**src/rtl/ifetch.sv**
```systemverilog
// ---------------------------------------------------------------------------
// ifetch -- instruction fetch unit with a 2-entry output buffer.
//
// Issues one word-aligned read at a time to instruction memory, queues the
// returned words with their addresses, and hands them to the decoder through
// a valid/ready interface. A redirect restarts the fetch stream: queued words
// are flushed and a response still in flight is dropped.
//
// Optional feature (macro IFETCH_HALT_EN): fetching ECALL/EBREAK stops the
// fetch stream. The word itself is delivered, and `halted` then latches high
// until reset. With the macro undefined there is no HALT state and `halted`
// is tied low.
//
// Ports
//   clk            in   1   clock, all state on rising edge
//   rst            in   1   synchronous active-high reset
//   imem_req       out  1   instruction memory read request
//   imem_addr      out  32  word-aligned fetch address
//   imem_ack       in   1   imem_rdata valid, completes the request
//   imem_rdata     in   32  fetched instruction word
//   redirect_valid in   1   restart the fetch stream
//   redirect_pc    in   32  restart address (bits [1:0] forced to 0)
//   out_valid      out  1   out_ir/out_pc valid toward the decoder
//   out_ready      in   1   decoder accepts (transfer = valid & ready)
//   out_ir         out  32  instruction at buffer head
//   out_pc         out  32  address of out_ir
//   halted         out  1   fetch permanently stopped
// ---------------------------------------------------------------------------
module ifetch #(
  parameter logic [31:0] RESET_PC = 32'h0000_0000
) (
  input  logic        clk,
  input  logic        rst,
  output logic        imem_req,
  output logic [31:0] imem_addr,
  input  logic        imem_ack,
  input  logic [31:0] imem_rdata,
  input  logic        redirect_valid,
  input  logic [31:0] redirect_pc,
  output logic        out_valid,
  input  logic        out_ready,
  output logic [31:0] out_ir,
  output logic [31:0] out_pc,
  output logic        halted
);

  typedef enum logic [1:0] {
    IDLE  = 2'd0,
    REQ   = 2'd1,
    DRAIN = 2'd2
`ifdef IFETCH_HALT_EN
    ,
    HALT  = 2'd3
`endif
  } state_t;

  state_t      r_state;
  logic [31:0] r_pc;
  logic        r_imem_req;
  logic [31:0] r_imem_addr;
  logic [1:0]  r_count;
  logic [31:0] r_ir0, r_pc0;   // head entry
  logic [31:0] r_ir1, r_pc1;   // second entry
  logic        r_halted;

  logic [31:0] w_redirect_pc;
  logic [31:0] w_pc_inc;
  logic        w_xfer;
  logic        w_redirect;
  logic        w_push;
  logic        w_halt_word;

  assign w_redirect_pc = {redirect_pc[31:2], 2'b00};
  assign w_pc_inc      = r_pc + 32'd4;   // wraps 0xFFFF_FFFC -> 0
  assign w_xfer        = out_valid & out_ready;

`ifdef IFETCH_HALT_EN
  assign w_halt_word = (imem_rdata == 32'h0000_0073) || (imem_rdata == 32'h0010_0073);
  // Once halted, redirects no longer have any effect.
  assign w_redirect  = redirect_valid && !((r_state == HALT) && r_halted);
  assign halted      = r_halted;
`else
  assign w_halt_word = 1'b0;
  assign w_redirect  = redirect_valid;
  assign halted      = 1'b0;
`endif

  // A response is kept only when it completes a live request and no redirect
  // arrives in the same cycle.
  assign w_push = (r_state == REQ) && imem_ack && !redirect_valid;

  assign imem_req  = r_imem_req;
  assign imem_addr = r_imem_addr;
  assign out_valid = (r_count != 2'd0);
  assign out_ir    = r_ir0;
  assign out_pc    = r_pc0;

  // -------------------------------------------------------------------------
  // Fetch control FSM
  // -------------------------------------------------------------------------
  // NOTE: sequential state uses non-blocking assignments so every register
  // samples pre-edge values regardless of statement order.
  always_ff @(posedge clk) begin
    if (rst) begin
      r_state     <= IDLE;
      r_pc        <= {RESET_PC[31:2], 2'b00};
      r_imem_req  <= 1'b0;
      r_imem_addr <= {RESET_PC[31:2], 2'b00};
      r_halted    <= 1'b0;
    end else begin
      case (r_state)
        IDLE: begin
          if (redirect_valid) begin
            r_pc <= w_redirect_pc;
          end else if (r_count < 2'd2) begin
            r_state     <= REQ;
            r_imem_req  <= 1'b1;
            r_imem_addr <= r_pc;
          end
        end

        REQ: begin
          if (redirect_valid) begin
            r_pc <= w_redirect_pc;
            if (imem_ack) begin
              r_state    <= IDLE;
              r_imem_req <= 1'b0;
            end else begin
              // Request stays on the bus; its response will be dropped.
              r_state <= DRAIN;
            end
          end else if (imem_ack) begin
            r_pc       <= w_pc_inc;
            r_imem_req <= 1'b0;
`ifdef IFETCH_HALT_EN
            r_state    <= w_halt_word ? HALT : IDLE;
`else
            r_state    <= IDLE;
`endif
          end
        end

        DRAIN: begin
          if (redirect_valid) r_pc <= w_redirect_pc;
          if (imem_ack) begin
            r_state    <= IDLE;
            r_imem_req <= 1'b0;
          end
        end

`ifdef IFETCH_HALT_EN
        HALT: begin
          if (w_redirect) begin
            r_pc    <= w_redirect_pc;
            r_state <= IDLE;
          end else if (!r_halted && w_xfer && (r_count == 2'd1)) begin
            // Nothing is enqueued after the halt word, so it is the last
            // entry: it leaves when the buffer drains from one.
            r_halted <= 1'b1;
          end
        end
`endif

        default: begin
          r_state    <= IDLE;
          r_imem_req <= 1'b0;
        end
      endcase
    end
  end

  // -------------------------------------------------------------------------
  // 2-entry output buffer, head in entry 0
  // -------------------------------------------------------------------------
  // NOTE: the buffer storage is reset (not just the count) because the head
  // entry drives out_ir/out_pc directly and must read as zero after reset.
  always_ff @(posedge clk) begin
    if (rst) begin
      r_count <= 2'd0;
      r_ir0   <= 32'd0;
      r_pc0   <= 32'd0;
      r_ir1   <= 32'd0;
      r_pc1   <= 32'd0;
    end else if (w_redirect) begin
      r_count <= 2'd0;
    end else begin
      case ({w_push, w_xfer})
        2'b10: begin
          if (r_count == 2'd0) begin
            r_ir0 <= imem_rdata;
            r_pc0 <= r_pc;
          end else begin
            r_ir1 <= imem_rdata;
            r_pc1 <= r_pc;
          end
          r_count <= r_count + 2'd1;
        end
        2'b01: begin
          r_ir0   <= r_ir1;
          r_pc0   <= r_pc1;
          r_count <= r_count - 2'd1;
        end
        2'b11: begin
          // Simultaneous pop and push: count unchanged, order preserved.
          if (r_count == 2'd1) begin
            r_ir0 <= imem_rdata;
            r_pc0 <= r_pc;
          end else begin
            r_ir0 <= r_ir1;
            r_pc0 <= r_pc1;
            r_ir1 <= imem_rdata;
            r_pc1 <= r_pc;
          end
        end
        default: ;
      endcase
    end
  end

endmodule

```
**config.mk**
```make
export PLATFORM = sky130hd
export DESIGN_NAME = ifetch
export DESIGN_NICKNAME = d
export VERILOG_FILES = /design/src/rtl/ifetch.sv
export SDC_FILE = /design/constraint.sdc
export NUM_CORES = 1
export LEC_CHECK = 0
export CAP_MARGIN = 20
export CORE_MARGIN = 2
export CORE_UTILIZATION = 25
export CTS_CLUSTER_DIAMETER = 80
export CTS_CLUSTER_SIZE = 8
export DETAILED_ROUTE_END_ITERATION = 8
export PLACE_DENSITY = 0.46
export SETUP_SLACK_MARGIN = 0.15
export SLEW_MARGIN = 20
export SYNTH_ARGS = -nofsm -noshare
export SYNTH_HDL_FRONTEND = slang
export SYNTH_SLANG_ARGS = --single-unit
```
**constraint.sdc**
```tcl
create_clock -name clk -period 4.05 [get_ports clk]
set_clock_uncertainty 0.15 [all_clocks]
set_input_delay 1.215 -clock clk [delete_from_list [all_inputs] [get_ports clk]]
set_output_delay 1.215 -clock clk [all_outputs]
set_load 0.05 [all_outputs]
```
==> results_dict.tcl, run 1 <==
set metrics [dict create \
    status "completed" \
    die-area_mm2 0.0350 \
    yosys_reg_bits 190 \
    synth.most_common_cell "sky130_fd_sc_hd__nand2_1" \
    start_kind "flop" \
    setup_tns_ns 0 \
    cts_max_path_buffers 2 \
    worst-slew-pin-transition_ns 0.669 \
    pin_count_of_the_biggest_net_entering_global_routing 74 \
    cts-root-buf "sky130_fd_sc_hd__clkbuf_16" \
    fp-row-count 67 \
    final_nets 1210 \
    tritoncts_clock_tree "done" \
    synth_largest_type_area_fraction_pct 45.3 \
    yosys_most_used_dff "sky130_fd_sc_hd__dfxtp_1" \
    seq_area_frac_synth_pct 45.3 \
    placeable_core_area_mm2 0.0333 \
    average_cell_area_after_synthesis_um2 8.12 \
    io_pins 168 \
    postCtsSetupRepairBufs 0 \
    post_dp_cell_area_mm2 0.0103 \
    global_route.usage.total_pct 15.4 \
    ys_async_sr_fraction_pct 0 \
    fill_cells 3553 \
    numClockSinks 190 \
    fp.dieW_um 187 \
    crit_slowest_cell "sky130_fd_sc_hd__clkdlybuf4s50_1" \
    synth_enable_flop_cells 0 \
    global_route.usage.met1_pct 21.8 \
    grt_pass1_vias 7200 \
    syn-instance-count 1033 \
    setup_repair_after_global_routing_missed_its_margin "false" \
    post-synth-top-area-cell "sky130_fd_sc_hd__dfxtp_1" \
    timing.final.hold_violations 0 \
    powerDensity_mw_per_mm2 407 \
    finalInstanceArea_mm2 0.0109 \
    crit_type "flop to output port" \
    areaGrowthSynthToFinish_pct 30.3 \
    crit_path_max_incr_delay_ns 0.83 \
    start_util_pct 25.2 \
    globalRouteMet2Util_pct 23.9 \
    clk_latency_ns 0.45 \
    grt_pass1_wl_um 42500 \
    end_kind "output port" \
    routed-via-count 7629 \
    slew_violations 0 \
    count_of_routing_violations_after_the_opening_detailed_route_iteration 480 \
    place_congestion 0.783 \
    min_path_type "flop to flop" \
    cts-htree-levels 4 \
    grt_util_met3_pct 3.06 \
    port_buffers 162 \
    synth_cell_type_count 66 \
    synthTopCellsByArea "sky130_fd_sc_hd__dfxtp_1 (45%), sky130_fd_sc_hd__nand2_1 (9.2%), sky130_fd_sc_hd__a21oi_1 (7.1%)" \
    ctsResizeCount 0 \
    critPathMostFrequentCell "sky130_fd_sc_hd__inv_1" \
    crit_path_max_fanout 4 \
    timing.max_slew.rel_slack_pct 55.4 \
    chipHeight_um 187 \
    antenna_violations_before_repair 0 \
    drive_gt1_share_pct 7.17 \
    max_cap_viol_count 0 \
    cts.reportedPaths.clkPinSlew_ns 0.07 \
    setup_viol_count_final 0 \
    irDropWorstVdd_uv 303 \
    antenna-diode-count 0 \
    wl_per_cell_um 16.7 \
    dr.pass1.iters 5 \
    vias_per_cell 4.79 \
    most_utilized_layer_in_the_global_route_result "met2" \
    post-dp-hpwl_um 17400 \
    cts_hold_repair.buffers 0 \
    route.detailed.drc 0 \
    netlist_area_mm2 0.00839 \
    detail_route.wirelength_um 26600 \
    worstPathCellList "inv_1 > ha_1 > inv_1 > clkdlybuf4s50_1" \
    timing.final.crit_period_ns 3.45 \
    power_leakage_nw 3.68 \
    number_of_cts_inserted_buffers 17 \
    ant_nets 0 \
    finalCritPeriodShare_pct 85.2 \
    crit_required_ns 2.68 \
    maxClockFrequency_mhz 290 \
    synthTopCellsByCount "sky130_fd_sc_hd__nand2_1 (206), sky130_fd_sc_hd__dfxtp_1 (190), sky130_fd_sc_hd__a21oi_1 (119)" \
    yosys_warnings 0 \
    arrival_ns 2.09 \
    finalCoreUtilization_pct 32.8 \
    grt_overflow_total 0 \
]
==> cell usage in the layout (no fill, tap or decap), types with 3 or more instances in the layout <==
| cell type | count |
|---|---|
| sky130_fd_sc_hd__nor2_1 | 89 |
| sky130_fd_sc_hd__nand4_1 | 13 |
| sky130_fd_sc_hd__a22oi_1 | 67 |
| sky130_fd_sc_hd__a311oi_1 | 3 |
| sky130_fd_sc_hd__dfxtp_1 | 190 |
| sky130_fd_sc_hd__nand3_1 | 11 |
| sky130_fd_sc_hd__nand2b_1 | 3 |
| sky130_fd_sc_hd__a32oi_1 | 5 |
| sky130_fd_sc_hd__clkbuf_16 | 17 |
| sky130_fd_sc_hd__clkinv_4 | 4 |
| sky130_fd_sc_hd__o21ai_0 | 14 |
| sky130_fd_sc_hd__nor4_1 | 7 |
| sky130_fd_sc_hd__nand2_1 | 206 |
| sky130_fd_sc_hd__a21o_1 | 3 |
| sky130_fd_sc_hd__a211oi_1 | 69 |
| sky130_fd_sc_hd__clkdlybuf4s50_1 | 161 |
| sky130_fd_sc_hd__inv_1 | 16 |
| sky130_fd_sc_hd__ha_1 | 10 |
| sky130_fd_sc_hd__inv_6 | 4 |
| sky130_fd_sc_hd__o22ai_1 | 9 |
| sky130_fd_sc_hd__o2bb2ai_1 | 3 |
| sky130_fd_sc_hd__mux2i_1 | 7 |
| sky130_fd_sc_hd__buf_4 | 20 |
| sky130_fd_sc_hd__nor3_1 | 11 |
| sky130_fd_sc_hd__nor2b_1 | 4 |
| sky130_fd_sc_hd__and3_1 | 5 |
| sky130_fd_sc_hd__nor3_2 | 4 |
| sky130_fd_sc_hd__a31oi_1 | 7 |
| sky130_fd_sc_hd__a21oi_1 | 117 |
| sky130_fd_sc_hd__buf_12 | 5 |
| sky130_fd_sc_hd__and2_1 | 3 |
| sky130_fd_sc_hd__conb_1 | 3 |
==> cell type report <==
type | instances | area [um^2] | area share (%)
clock inverter | 13 | 129 | 1.18
clock buffer | 19 | 453 | 4.14
multi-input combinational | 719 | 4050 | 37.1
tap | 448 | 561 | 5.13
timing repair buffer | 187 | 1870 | 17.1
sequential | 190 | 3800 | 34.8
inverter | 16 | 60.1 | 0.549
==> cell families (layout without fill, tap and decap cells) <==
kind of cell | count (synthesis) | in the layout | synth area share (%)
AO/OA/AOI/OAI | 316 | 316 | 24.5
flip-flops | 190 | 190 | 45.3
other | 1 | 3 | 0.0447
AND/OR/NAND/NOR | 380 | 380 | 20.5
adder cells (fa/ha/maj) | 10 | 10 | 1.49
XOR/XNOR | 2 | 2 | 0.209
buffers and inverters | 126 | 235 | 6.92
multiplexers | 8 | 8 | 0.969
==> sequential cells by signal (all words and copies together) (netlist names) <==
signal	count
r_state	2
r_ir1	32
r_pc1	30
imem_req	1
r_count	2
imem_addr	30
out_ir	32
out_pc	31
r_pc	30
==> worst paths after layout <==
check	startpoint	to	slack [ns]	cells past startpoint
worst max-delay path	r_count[1]	out_valid	0.60	4
worst max register to register	r_state[1]	out_pc[12]	1.26	11
worst min register to register	r_pc1[30]	r_pc1[30]	0.31	2
worst min-delay path	r_pc1[30]	r_pc1[30]	0.31	2
==> report_power, final <==
| part | total, W | internal, W | switching (W) | leakage [nW] |
|---|---|---|---|---|
| Sequential | 0.00205 | 0.00195 | 0.0000970 | 1.54 |
| Combinational | 0.000714 | 0.000266 | 0.000448 | 1.85 |
| Clock | 0.00169 | 0.000895 | 0.000799 | 0.287 |
==> per-stage QoR <==
stage	hold WS (ns)	setup WS, ns	std cells	power, W
floorplan	0.287	0.640	1035	0.00254
finish	0.306	0.599	1592	0.00445
CTS	0.307	0.556	1592	0.00453
global placement	0.292	0.278	1560	0.00281
detailed placement	0.297	0.271	1560	0.00281
global route	0.318	0.491	1592	0.00467
==> layer usage <==
metal	vias up	wire, um
li1	3849	-
met1	3592	12800
met2	174	12400
met3	14	1160
met4	0	278
met5	-	0
==> critical path: cells and delay by family, from the launching register on <==
kind,cells,cell delay [ns]
adders and majority gates,1,0.22
buffers and inverters,3,1.01
DFF,1,0.41
No activity file was read; power rests on OpenSTA's default activity.
==> run 2, diff against run 1 <==
CAP_MARGIN = unset   (was 20)
==> results of run 2 <==
No change in the layout: final DEF, timing and power equal those of run 1.
==> edit 1 (config.mk and constraints of run 1) <==
Build with the macro `IFETCH_HALT_EN` defined.
--- a/src/rtl/ifetch.sv
+++ b/src/rtl/ifetch.sv
@@ -28,2 +28,4 @@
 // ---------------------------------------------------------------------------
+`define IFETCH_HALT_EN
+
 module ifetch #(
Check against the original RTL: not equivalent (Yosys sat finds a counterexample within 4 cycles, from zero or initial values and one cycle with rst high).
==> edit 1 against run 1 <==
- combinational power rose by 32%
- sequential power rose by 4%
- final cell count rose by 1.3%
- register-to-register slack improved by 0.12 ns
- design area rose by 1.7%
- power rose by 10%
- setup slack improved by 0.021 ns
- sequential cell count rose by 1
- clock power rose by 8%
- first-iteration DRC count rose by 21%
- synthesized area fell by 0.13%
- highest routed layer unchanged
- wire length rose by 1.3%
- hold slack got worse by 0.0014 ns
==> edit 1: results (changes against run 1) <==
| Metric | Value |
|---|---|
| Buffer share of cell area | 0.174 (+0.00279) |
| CP startpoint | r_count[1] |
| Area post-placement | 10500 um^2 (+1.3%) |
| Status | completed |
| Synthesized area per cell | 7.98 um^2 (-1.8%) |
| Hold Crit Start | r_pc1[13] |
| WL/cell | 16.7 um (about the same) |
| YS warnings | 0 (unchanged) |
| Worst Max-Slew Pin Slew | 0.907 ns (+0.238 ns) |
| Inverters | 15 (-1) |
| Synth cell types | 68 (+3.0%) |
| DR pass1 iterations | 6 (+1) |
| Skew-Pair Late Insertion Delay | 0.43 ns (-0.02 ns) |
| Finished Cell Area | 11100 um^2 (+1.7%) |
| Leak | 3.58 nW (-2.7%) |
| Maximum net fanout on the critical path | 4 (unchanged) |
| Placed cell count | 1580 (+1.3%) |
| Internal power consumption | 0.00340 W (+9.3%) |
| Maximum VDD drop | 0.275 mV (-9.3%) |
| Clk network pwr share | 0.373 (-0.007) |
| Fin nets | 1231 (+1.7%) |
| Plain + repair buffers | 185 (-1.1%) |
| Hold Path Class | reg2reg |
| CLK BUF | 20 (+1) |
| Largest net degree at the start of global routing | 190 (+160%) |
| WHS Path Cells | 2 (unchanged) |
| Total GRT Usage | 0.152 (-0.00245) |
| Multi-In Gates | 741 (+3.1%) |
| Routed WL | 27000 um (+1.3%) |
| Layout cells sized above 1 | 0.0610 (-0.0107) |
| Arrival time worst endpoint | 2.06 ns (-0.03 ns) |
| Seq cells | 191 (+0.53%) |
| GP Congestion | 0.817 (+4.4%) |
| Routed vias/inst | 4.78 (-0.26%) |
| Filler cells | 3541 (-0.34%) |
| First-pass GRT wire length | 42300 um (-0.49%) |
| Clock buf/inv share | 0.0567 (+0.00351) |
| DP HPWL | 17900 um (+3.3%) |
| Seq/Total Area, Yosys | 0.456 (+0.00300) |
| Initial DRC Count | 583 (+21%) |
| Vias in the first global route | 7286 (+1.2%) |
| Multi-input gate area | 4110 um^2 (+1.4%) |
| Sequential share of cell area | 0.344 (-0.00396) |
| Core region area | 33300 um^2 (unchanged) |
| Top cells by area, synth | dfxtp_1, nand2_1, a21oi_1, a211oi_1, a22oi_1 |
| Seq pwr share | 0.435 (-0.024) |
| Total power | 0.00490 W (+10%) |
| Slowest stage cell, crit path | clkdlybuf4s50_1 |
| Dpl ws | 0.352 ns (+0.0812 ns) |
| Most common cell in the netlist | nand2_1 |
| Port Buf Inserts | 163 (+0.62%) |
| Post-synth ARST share | 0 (unchanged) |
| Htree depth | 4 (unchanged) |
| Reg2Reg Depth | 9 (-2) |
| Top cells by count, synth | nand2_1, dfxtp_1, a21oi_1, nor2_1, clkbuf_1 |
| Initial antenna violation count | 0 (unchanged) |
-- edit 1: cell types whose count changed after synthesis, sizes merged, moves of 3 or more --
cell,change
o21ai,+3
a21o,-3
nand2,+12
clkbuf,-3
buf,-3
nand3,+6
a22oi,-4
a32oi,-4
nor2,-3
-- edit 1: per-layer routing --
metal	routed length, um	GRT usage	vias up	share of wire
met5	0	0	-	0
met4	190	0.0330	0	0.0070
met3	1050	0.0251	11	0.039
met2	11800	0.228	163	0.44
met1	14000	0.226	3604	0.52
li1	-	-	3927	-
-- edit 1: cells by family after synthesis --
kind of cell | share of synthesized area
buffers and inverters | 0.0593
xor gates and xnor gates | 0.00209
adders and majority gates | 0.0164
other | 0.000448
AOI/OAI and AO/OA | 0.249
and+or+nand+nor | 0.208
muxes | 0.00851
DFF | 0.456
-- edit 1: worst paths after layout --
kind | end | slack [ns]
max | out_valid | 0.62
min | r_pc1[13] | 0.30
max reg2reg | r_ir1[7] | 1.38
min reg2reg | r_pc1[13] | 0.30
==> edit 2 (settings of run 1) <==
Without the edit above. Encoding of `state_t`: now one-hot (3 bits for 3 states).
--- a/src/rtl/ifetch.sv
+++ b/src/rtl/ifetch.sv
@@ -46,6 +46,6 @@
 
-  typedef enum logic [1:0] {
-    IDLE  = 2'd0,
-    REQ   = 2'd1,
-    DRAIN = 2'd2
+  typedef enum logic [2:0] {
+    IDLE  = 3'b001,
+    REQ   = 3'b010,
+    DRAIN = 3'b100
 `ifdef IFETCH_HALT_EN
Formal check against the unedited RTL: no difference found for any inputs over 4 cycles, from zero or initial values and one cycle with rst high; so few cycles prove little.
==> edit 2 against run 1 <==
- power fell by 5.0%
- setup slack got worse by 0.18 ns
- wire length is essentially flat
- design area decreased by 1.3%
- sequential cell count rose by 1
- global-route usage up 0.14 points
- synthesized area down 2.9%
- largest cell class unchanged
==> edit 2: results (changes against run 1) <==
| Metric | Value |
|---|---|
| Leak | 3.54 nW (-3.9%) |
| Worst-path clk slew | 0.07 ns (about the same) |
| Arrival time worst endpoint | 3.83 ns (+1.74 ns) |
| Slew margin rel. | 0.285 (-0.269) |
| Synth Area in Adders | 0.00922 (-0.00569) |
| Post-synth ARST share | 0 (unchanged) |
| Initial DRC Count | 424 (-12%) |
| First-pass GRT wire length | 41300 um (-2.9%) |
| Layout cells sized above 1 | 0.0663 (-0.00536) |
| Synthesized area per cell | 7.98 um^2 (-1.8%) |
| GP Congestion | 0.758 (-3.1%) |
| Top cells by area, synth | dfxtp_1, nand2_1, a21oi_1, a221oi_1, nor3_1 |
| Clock-net power | 0.00179 W (+6%) |
| Maximum net fanout on the critical path | 30 (+26) |
| Hold Path Class | reg2reg |
| Fin nets | 1209 (-0.083%) |
| Initial antenna violation count | 2 (+2) |
| Top cells by count, synth | nand2_1, dfxtp_1, a21oi_1, nor2_1, clkbuf_1 |
| Slowest stage cell, crit path | a21oi_4 |
| Switching pwr | 0.00114 W (-15%) |
| Seq/Total Area, Yosys | 0.470 (+0.0162) |
| Layout Cells excl Fill | 1590 (-0.13%) |
| CP delay by family, top | compound AO/OA/AOI/OAI gates |
| Top_reg_cell synth | dfxtp_1 |
| Post-CTS sizing | 0 (unchanged) |
| Worst path max stage delay | approximately 0.84 ns |
| Multiplexer share of the synthesized area | 0 (-0.00969) |
| Routed vias/inst | 4.83 (+0.86%) |
| DR pass1 iterations | 5 (unchanged) |
| Port Buf Inserts | 162 (unchanged) |
| WL/cell | 16.7 um (about the same) |
| Area post-placement | 10200 um^2 (-1.6%) |
| Synth cell types | 64 (-3.0%) |
| Bufs on Longest Clock Path | 2 (unchanged) |
| Setup repair bufs after CTS | 0 (unchanged) |
| Total GRT Usage | 0.156 (+0.00138) |
| Compound-Gate Fraction of Synth Area | 0.216 (-0.0290) |
| Synth Area in XOR/XNOR | 0.00323 (+0.00114) |
| Gate power share | 0.106 (-0.054) |
| Skew-Pair Late Insertion Delay | 0.44 ns |
| Htree depth | 4 (unchanged) |
| Filler cells | 3396 (-4.4%) |
| Largest net degree at the start of global routing | 62 (-16%) |
| Maximum VDD drop | 0.292 mV (-3.7%) |
| Number of buffers created by CTS | 17 (unchanged) |
| Vias in the first global route | 7118 (-1.1%) |
| Root buf cell | clkbuf_16 |
| Status | completed |
| YS warnings | 0 (unchanged) |
| DP HPWL | 17100 um (-1.6%) |
edit 2: cells by family (layout without fill, tap and decap cells):
kind of cell | Yosys count | count (layout)
AOI/OAI and AO/OA | 264 | 264
xor gates and xnor gates | 3 | 3
adders and majority gates | 6 | 6
buffers and inverters | 117 | 240
DFF | 191 | 191
other | 1 | 5
and+or+nand+nor | 439 | 439
edit 2: through the flow:
stage          utilization  total power [W]  hold slack [ns]  worst slack, ns
2_1_floorplan            -          0.00230            0.286            0.734
3_3_place_gp         0.315          0.00249            0.291           0.0159
3_5_place_dp         0.315          0.00250            0.297          -0.0297
4_1_cts              0.334          0.00431            0.307            0.428
5_1_grt              0.334          0.00442            0.321            0.159
6_report             0.334          0.00423            0.305            0.417
edit 2: final timing paths:
| check | startpoint | to | slack (ns) | cells after the start |
|---|---|---|---|---|
| hold reg to reg | r_pc1[3] | r_pc1[3] | 0.30 | 2 |
| hold / removal | r_pc1[3] | r_pc1[3] | 0.30 | 2 |
| setup reg to reg | r_count[1] | out_ir[1] | 1.04 | 12 |
| setup / recovery | imem_ack | out_ir[1] | 0.42 | 9 |
edit 2: layer usage:
metal / routed length (um) / vias to the layer above / share of wire / track usage
li1: - / 3816 / - / -
met1: 12900 / 3669 / 0.49 / 0.219
met2: 12200 / 181 / 0.46 / 0.244
met3: 1130 / 19 / 0.043 / 0.0263
met4: 399 / 0 / 0.015 / 0.0451
met5: 0 / - / 0 / 0
edit 2: layout make-up:
class                           count  area, um^2  area share
Tap cell                          442         553      0.0513
Sequential cell                   191        3820       0.354
Multi-Input combinational cell    715        3850       0.356
Inverter                           18        67.6     0.00626
Clock inverter                     11         156      0.0145
Clock buffer                       20         447      0.0414
Antenna cell                        2        5.00    0.000464
Timing Repair Buffer              191        1890       0.175
